<file path="src/rtl/counter_sequencer.sv">
// counter_sequencer: bounded up/down count sequencer with one-shot, auto-reload and ping-pong modes
module counter_sequencer #(
    parameter int WIDTH = 4
) (
    input  logic             clk,
    input  logic             reset,
    input  logic             start,
    input  logic             abort,
    input  logic             hold,
    input  logic [1:0]       cfg_mode,
    input  logic [WIDTH-1:0] cfg_lo,
    input  logic [WIDTH-1:0] cfg_hi,
    output logic [WIDTH-1:0] count,
    output logic             dir,
    output logic             busy,
    output logic             done,
    output logic             turn,
    output logic             cfg_err
);
    typedef enum logic {IDLE, RUN} state_t;
    state_t           state, state_n;
    logic [WIDTH-1:0] count_n, lo_q, hi_q, lo_n, hi_n;
    logic [1:0]       mode_q, mode_n;
    logic             dir_n, done_n, turn_n, err_n;
    always_ff @(posedge clk) begin
        if (reset) begin
            state   <= IDLE;
            count   <= '0;
            dir     <= 1'b1;
            busy    <= 1'b0;
            done    <= 1'b0;
            turn    <= 1'b0;
            cfg_err <= 1'b0;
            mode_q  <= 2'b00;
            lo_q    <= '0;
            hi_q    <= '0;
        end else begin
            state   <= state_n;
            count   <= count_n;
            dir     <= dir_n;
            busy    <= state_n == RUN;
            done    <= done_n;
            turn    <= turn_n;
            cfg_err <= err_n;
            mode_q  <= mode_n;
            lo_q    <= lo_n;
            hi_q    <= hi_n;
        end
    end
    always_comb begin
        state_n = state;
        count_n = count;
        dir_n   = dir;
        done_n  = 1'b0;
        turn_n  = 1'b0;
        err_n   = 1'b0;
        mode_n  = mode_q;
        lo_n    = lo_q;
        hi_n    = hi_q;
        if (state == IDLE) begin
            if (start && !abort) begin
                if (cfg_lo >= cfg_hi) begin
                    err_n = 1'b1;
                end else begin
                    state_n = RUN;
                    mode_n  = cfg_mode;
                    lo_n    = cfg_lo;
                    hi_n    = cfg_hi;
                    count_n = (cfg_mode == 2'b01) ? cfg_hi : cfg_lo;
                    dir_n   = cfg_mode != 2'b01;
                end
            end
        end else if (abort) begin
            state_n = IDLE;
        end else if (!hold) begin
            // lo < hi is guaranteed by the start check, so no step here can wrap
            case (mode_q)
                2'b00: begin
                    if (count == hi_q) begin
                        state_n = IDLE;
                        done_n  = 1'b1;
                    end else begin
                        count_n = count + 1'b1;
                    end
                end
                2'b01: begin
                    if (count == lo_q) begin
                        state_n = IDLE;
                        done_n  = 1'b1;
                    end else begin
                        count_n = count - 1'b1;
                    end
                end
                2'b10: begin
                    count_n = (count == hi_q) ? lo_q : count + 1'b1;
                    turn_n  = count == hi_q;
                end
                default: begin
                    if (dir && count == hi_q) begin
                        count_n = hi_q - 1'b1;
                        dir_n   = 1'b0;
                        turn_n  = 1'b1;
                    end else if (!dir && count == lo_q) begin
                        count_n = lo_q + 1'b1;
                        dir_n   = 1'b1;
                        turn_n  = 1'b1;
                    end else begin
                        count_n = dir ? count + 1'b1 : count - 1'b1;
                    end
                end
            endcase
        end
    end
endmodule

</file>
<file path="config.mk">
export PLATFORM = sky130hd
export DESIGN_NAME = counter_sequencer
export DESIGN_NICKNAME = d
export VERILOG_FILES = /design/src/rtl/counter_sequencer.sv
export SDC_FILE = /design/constraint.sdc
export NUM_CORES = 1
export LEC_CHECK = 0
export CAP_MARGIN = 20
export CORE_MARGIN = 2
export CORE_UTILIZATION = 35
export CTS_BUF_LIST = sky130_fd_sc_hd__clkbuf_8
export CTS_CLUSTER_SIZE = 20
export DETAILED_ROUTE_END_ITERATION = 16
export SLEW_MARGIN = 10
export SYNTH_ARGS = -nofsm -noshare
export SYNTH_HDL_FRONTEND = slang
export SYNTH_SLANG_ARGS = --single-unit
</file>
<file path="constraint.sdc">
create_clock -name clk -period 5.3 [get_ports clk]
set_input_delay 1.06 -clock clk [delete_from_list [all_inputs] [get_ports clk]]
set_output_delay 1.06 -clock clk [all_outputs]
set_load 0.02 [all_outputs]
</file>
## After elaboration in Yosys (flattened, before gate mapping)

Cells that the tools add are included.

| cells by class | value |
|---|---|
| add/sub/neg operators | 4 |
| magnitude comparators | 1 |
| equality and inequality tests | 13 |
| reduce and logical (&&, ||, !) cells | 14 |
| bitwise gates (word level) | 3 |
| muxes and demuxes | 36 |

Operators with widths:

| operator | count |
|---|---|
| $mux 4 | 12 |
| $mux 1 | 20 |
| $pmux 4 s3 | 1 |
| $reduce_and 6->1 | 2 |
| $add 4x1->4 const B | 2 |
| $eq 4x4->1 | 2 |
| $ne 2x2->1 const B | 4 |
| $sub 4x1->4 const B | 2 |
| $ne 3x3->1 const B | 2 |
| $pmux 1 s2 | 3 |
| $reduce_or 3->1 | 2 |
| $eq 2x1->1 const B | 2 |
| $ge 4x4->1 | 1 |
| $reduce_or 4->1 | 1 |
| $logic_and 1x1->1 | 3 |
| $ne 3x1->1 const B | 1 |
| $not 1->1 | 3 |
| $reduce_and 3->1 | 1 |
| $eq 2x2->1 const B | 1 |
| $logic_not 1->1 | 2 |
| $logic_not 2->1 | 1 |
| $ne 2x1->1 const B | 1 |
| $reduce_bool 2->1 | 1 |
| $reduce_or 2->1 | 1 |

| word-level totals | value |
|---|---|
| bits of input ports | 15 |
| output and inout port bits | 9 |
| flip-flop bits (word level) | 19 |
| logic and storage cells | 80 |

## Longest topological paths before layout

Gate-level depths: netlist of run 1.

| depth | value |
|---|---|
| word-level depth | 8 |
| gate-level depth with buffers | 9 |
| gate-level depth less buffers | 8 |

## Worst setup path before layout of run 1

No wires, ideal clock.

| path | value |
|---|---|
| kind | in2reg |
| from | input port cfg_lo[0] |
| to | register hi_q[0] |
| buffers on the path | 1 |
| data required time | 5172 ps |
| library setup time | 128 ps |
| stages | 9 |
| slack | 2448 ps |
| data arrival time | 2725 ps |
| cell sequence | inv_1 > ha_1 > nand2b_1 > a21o_1 > a21o_1 > a211oi_2 > buf_4 > mux2i_1 > nor2_1 |

| between the ends | value |
|---|---|
| cells in the longest elaborated chain, start to end | 3 |

RTL lines:

| element | RTL line | RTL |
|---|---|---|
| from (decl) | 11 | `input logic [WIDTH-1:0] cfg_lo,` |
| $ge 4x4->1 | 62 | `if (cfg_lo >= cfg_hi) begin` |
| $not 1->1 (no source line) | - |  |
| $reduce_and 3->1 (no source line) | - |  |
| to (signal assigned) | 47 | `hi_q <= hi_n;` |
| to (decl) | 22 | `logic [WIDTH-1:0] count_n, lo_q, hi_q, lo_n, hi_n;` |

No other way between the ends.
A chain may end at the register's enable or synchronous reset.

## Final worst setup path of run 1

| path | value |
|---|---|
| from | input port cfg_lo[0] |
| to | register hi_q[3] |

Same word-level chain as after synthesis.

==> results of run 1 <==
## cells in the final DEF (no fill, tap or decap), types with 2 or more instances in the layout
cell type,count
a21o_1,2
a21oi_1,6
a31oi_1,3
clkbuf_8,3
clkdlybuf4s50_1,23
dfxtp_1,19
ha_1,8
inv_1,14
mux2i_1,14
nand2_1,6
nand2b_1,8
nand3_1,10
nor2_1,16
nor2b_1,3
nor3_1,6
o21ai_0,7
o221ai_1,2
o22ai_1,3
o311ai_0,2
o31ai_1,4
or3_1,2
or4_1,2
xnor2_1,8
xor2_1,10
## stage by stage
step / util (%) / hold WS, ns
after detailed placement: 42.6 / 0.569
final: 43.7 / 0.575
after floorplan: - / 0.524
after global placement: 42.6 / 0.554
after CTS: 43.7 / 0.582
after global routing: 43.7 / 0.604
## registers in the layout, indices dropped and copies added (netlist names)
| register | cells |
|---|---|
| count | 4 |
| hi_q | 4 |
| lo_q | 4 |
| mode_q | 2 |
| cfg_err | 1 |
| dir | 1 |
| done | 1 |
| state | 1 |
| turn | 1 |
## metal layers
metal | track usage (%) | vias to the layer above | share of wire [%]
met5 | 0 | - | 0
li1 | - | 687 | -
met1 | 22.6 | 624 | 50
met3 | 2.18 | 2 | 4.7
met2 | 24.2 | 36 | 45
met4 | 3.63 | 0 | 0.52
## logic make-up after synthesis
logic type	share of synthesized area (%)
adder cells (fa/ha/maj)	6.61
flip-flops	25.1
buffers and inverters	8.18
AO/OA/AOI/OAI	17.9
AND/OR/NAND/NOR	21.8
XOR/XNOR	10.4
multiplexers	10.0
## cell type report
type	count	area, um^2
Tap cell	50	62.6
Fill cell	433	2300
Clock inverter	1	3.75
Multi-Input combinational cell	139	1010
Sequential cell	19	380
Inverter	13	48.8
Clock buffer	3	41.3
Timing Repair Buffer	24	238
## worst max-delay path: cells and delay by family
kind	cells	cell delay (ns)
AOI/OAI and AO/OA	3	1.01
buffers and inverters	3	0.85
adders and majority gates	1	0.27
muxes	1	0.20
and+or+nand+nor	2	0.19
## where the power goes
group          internal, mW  total (mW)  leakage, nW  switching (mW)
combinational        0.0618       0.125        0.511          0.0635
clock                0.0514      0.0983       0.0269          0.0469
sequential            0.149       0.165        0.154          0.0161
total                 0.262       0.389        0.693           0.126
## final timing paths
kind | start | slack, ns | endpoint
max | cfg_lo[0] | 1.82 | hi_q[3]$_SDFFE_PP0P_
min | hi_q[1]$_SDFFE_PP0P_ | 0.58 | hi_q[1]$_SDFFE_PP0P_
max reg2reg | count[3]$_SDFFE_PP0P_ | 2.76 | count[3]$_SDFFE_PP0P_
min reg2reg | hi_q[1]$_SDFFE_PP0P_ | 0.58 | hi_q[1]$_SDFFE_PP0P_
==> results.md, run 1 <==
- Status: finished, final reports clean
- CTS tree: done
- Synthesis-stage register bit count: 19
- Unrepaired setup endpoints after global routing: no
- Ys async rst share: 0%
- Worst path max stage delay: 0.64 ns
- # rows: 23
- Area grow syn2layout: 17.9%
- # nets final: 223
- Placed insts: 245
- Pre-CTS setup slack: 1.60 ns
- Syn Nets: 207
- Share of the synthesized area in the top cell type: 25.1%
- Count leader, synth: dfxtp_1
- Setup ws final: 1.82 ns
- Power density over the cells: 218 nW/um^2
- Root Driver: clkbuf_8
- Register area share after synthesis: 25.1%
- Post-synth cell types: 43
- Kind of critical path: in -> reg
- Cell area after layout: 1780 um^2
- Core Region: 4090 um^2
- Die H: 69.8 um
- CP Max Fanout: 10
- Hold depth: 2
- Highest Clock Rate: 287 MHz
- Static leakage: 0.693 nW
- EDFF count, synth: 0
- Routed Wire Length: 3670 um
- Setup violators final: 0
- Gpl congestion: 0.800
- Setup repair bufs after CTS: 0
- Synth top cells by count: dfxtp_1 (19), nor2_1 (16), mux2i_1 (14)
- Dpl hpwl: 2750 um
- First-pass GRT wire length: 6160 um
- Vias in the first global route: 1254
- Drt drc: 0
- GRT overflow: 0
- Die width: 69.8 um
- Htree depth: 1
- Critical path data required time: 5.42 ns
- Fraction of layout cells with a size suffix above 1: 5.53%
- Worst Skew: 0.00129 ns
- Reg2Reg Depth: 6
- Initial drt markers: 106
- GRT Util Overall: 15.5%
- Slowest stage cell, crit path: a211oi_2
- Final period utilization: 65.6%
- TritonRoute pass-1 iters: 4
- Vias: 1349
- Max-cap check violation count: 0
- Worst-Margin Slew: 0.714 ns
- Via-to-Cell Ratio: 5.42
- Ranking of synthesized cells by area: dfxtp_1 (25%), mux2i_1 (9.3%), ha_1 (6.6%)
- Cell Area, Placed: 1740 um^2
- DR WL/cell: 14.7 um
- Min-Delay Path Class: reg -> reg
- Critical Path Source Type: input pin
- Max clock buf depth: 2
- Hold_buf cts: 0
- I/O pin count: 24
- Crit. End Element: flip-flop
- Rel. slew slack: 52.0%
- Initial Utilization: 37.0%
- Total clock sinks: 19
- Non-Filler Instances: 249
- ANT cells: 0
- Synthesized area: 1510 um^2
- Worst skew pair latency: 0.25 ns
- Synth warn: 0
- Max Transition Viols Final: 0
- Synth Area per Inst: 8.23 um^2
- Crit-path cells: clkdlybuf4s50_1, inv_1, ha_1, nand2b_1, a21o_1, a21o_1, a211oi_2, buf_4, mux2i_1, nor2_1
- CP most frequent cell: a21o_1
- Post-route minimum period: 3.48 ns
- Largest net degree at the start of global routing: 21
- Final total power: 0.389 mW
- Area leader, netlist: dfxtp_1
- Max IR drop VDD: 91.0 uV
- DRT antenna net count: 0
- Top_reg_cell synth: dfxtp_1
- Synth Instances: 184
- Critical path arrival: 3.60 ns
- Number of buffers created by CTS: 3
- Total negative slack: 0 ns
- Final hold violation count: 0
- Initial antenna violation count: 0
- Die area: 4870 um^2
- Port Buffer Count: 23
- Register clock-pin slew on the reported worst setup and hold paths: 0.07 ns
- CTS resizes: 0
(Power assumes the default switching activity.)
==> run 2: changes to the inputs <==
clock period = 2.9 ns   (was 5.3 ns; I/O delays follow)
==> run 2 against run 1 <==
  * Largest cell class unchanged
  * Highest routed layer unchanged
  * Via count increased by 1.5%
  * First-iteration DRC count rose by 24%
  * Clock power up 95%
  * Sequential power up 81%
  * Clock-buffer cell count stayed put
  * Flip-flop and latch count unchanged
  * Core utilization is 1.7 points higher
  * Largest power group unchanged
  * Critical endpoint is now count[2]$_SDFFE_PP0P_
==> results.md, run 2 (synthesis results as in run 1) <==
- Number of buffers created by CTS: 3
- Worst Setup EP: count[2]$_SDFFE_PP0P_
- Htree depth: 1
- GRT overflow: 0
- Initial Utilization: 37.0%
- Non-Filler Instances: 256
- Power Internal: 0.499 mW
- Gpl congestion: 0.841
- Top flop regs: count (4), hi_q (4), lo_q (4)
- Setup repair bufs after CTS: 0
- Highest Clock Rate: 400 MHz
- Via-to-Cell Ratio: 5.35
- Hold depth: 2
- # nets final: 230
- Critical path data required time: 3.08 ns
- Metal-1 WL: 1840 um
- Initial antenna violation count: 0
- Clock Power Share: 25.7%
- Worst r2r dst: count[3]$_SDFFE_PP0P_
- Critical path arrival: 2.68 ns
- Fraction of layout cells with a size suffix above 1: 9.22%
- Largest net degree at the start of global routing: 19
- Most common cell after layout, fill and taps aside: clkdlybuf4s50_1
- Setup violators final: 0
- Reg2Reg Depth: 6
- # rows: 23
- Crit. End Element: flip-flop
- Sw Ratio: 33.1%
- Worst-Margin Slew: 0.599 ns
- Cell area after layout: 1850 um^2
- Total negative slack: 0 ns
- Max IR drop VDD: 199 uV
- Area grow syn2layout: 22.4%
- ANT cells: 0
- Die area: 4870 um^2
- Root Driver: clkbuf_8
- Max clock buf depth: 2
- Worst Skew: 0.00108 ns
- Vias in the first global route: 1285
- Final hold violation count: 0
- Cell Area, Placed: 1800 um^2
- Status: finished, final reports clean
- Power density over the cells: 402 nW/um^2
- Routed Wire Length: 3850 um
- GRT Util Overall: 16.3%
- Filler Cell Count: 421
- Die width: 69.8 um
- Critical path startpoint: cfg_lo[0]
- DRT antenna net count: 0
- Critical Path Source Type: input pin
- CTS tree: done
- Hold Path Origin: hi_q[3]$_SDFFE_PP0P_
- Rel. slew slack: 60.0%
- Met3 WL: 256 um
- Min-Delay Path Class: reg -> reg
- Initial drt markers: 131
- Vias: 1369
- Post-route minimum period: 2.50 ns
- Logic pwr share: 34.3%
- Max-cap check violation count: 0
- Total clock sinks: 19
- Register clock-pin slew on the reported worst setup and hold paths: 0.08 ns
- Drt drc: 0
- Kind of critical path: in -> reg
- Placed insts: 252
- Hold_buf cts: 0
- Max Transition Viols Final: 0
- Fin util: 45.3%
- Die H: 69.8 um
- Switch Pwr: 0.247 mW
- Met2 WL: 1740 um
- Final period utilization: 86.2%
- Port Buffer Count: 23
- Most frequent cells in the layout: clkdlybuf4s50_1 (23), dfxtp_1 (19), nor2_1 (16), mux2i_1 (14), inv_1 (13)
- First-pass GRT wire length: 6440 um
- CTS resizes: 0
- CP Max Fanout: 13
- I/O pin count: 24
- Sequential share of power: 40.0%
- Worst skew pair latency: 0.26 ns
- DR WL/cell: 15.0 um
- Reg-to-reg slack, setup: 0.58 ns
- Unrepaired setup endpoints after global routing: no
- Worst R2R Start: count[2]$_SDFFE_PP0P_
- Core Region: 4090 um^2
- Static leakage: 0.726 nW
- TritonRoute pass-1 iters: 4
- Top layer in use: met4
- Dpl hpwl: 2960 um
- Final total power: 0.746 mW
==> run 2: cell count changes in the layout (fill, tap and decap cells not counted), sizes merged <==
cell / delta
inv: -1
buf: +7
clkinvlp: +1
==> run 2: layout make-up <==
class / count / area, um^2 / share of cell area, %
clock buffers: 3 / 41.3 / 2.23
clock inverters: 1 / 7.51 / 0.405
inverters: 13 / 48.8 / 2.63
multi-input cells: 139 / 1010 / 54.5
flip-flops and latches: 19 / 380 / 20.5
well taps: 50 / 62.6 / 3.38
repair buffers: 31 / 303 / 16.3
==> run 2: power by group through the flow <==
stage / sequential (mW) / clock (mW) / combinational, mW
after CTS: 0.298 / 0.200 / 0.256
final: 0.298 / 0.192 / 0.256
after detailed placement: 0.304 / 0 / 0.254
after global routing: 0.301 / 0.207 / 0.281
after global placement: 0.304 / 0 / 0.254
after floorplan: 0.295 / 0 / 0.183
==> run 2: worst max-delay path, stage by stage <==
cell and delay, ns:
clkdlybuf4s50_1 0.47, inv_1 0.06, ha_1 0.26, nand2b_1 0.09, a21o_1 0.11, a21o_1 0.15, a211oi_2 0.07, buf_4 0.15
buf_12 0.14, or4b_1 0.50, o31ai_1 0.08
==> run 2: worst min path at each step <==
| stage | endpoint | slack [ns] |
|---|---|---|
| floorplan | hi_q[3]$_SDFFE_PP0P_ | 0.52 |
| global placement | hi_q[3]$_SDFFE_PP0P_ | 0.55 |
| detailed placement | hi_q[3]$_SDFFE_PP0P_ | 0.56 |
| CTS | hi_q[3]$_SDFFE_PP0P_ | 0.57 |
| global route | hi_q[3]$_SDFFE_PP0P_ | 0.59 |
| finish | hi_q[3]$_SDFFE_PP0P_ | 0.57 |
==> run 2: metal layers <==
layer,vias to the layer above,GRT usage [%]
met3,2,2.62
li1,702,-
met5,-,0
met1,622,23.6
met4,0,1.92
met2,43,26.2
==> run 2: stage by stage <==
stage,worst slack [ns],hold slack [ns]
6_report,0.400,0.568
5_1_grt,0.220,0.594
4_1_cts,0.400,0.570
3_5_place_dp,0.132,0.561
3_3_place_gp,0.137,0.548
2_1_floorplan,0.528,0.524
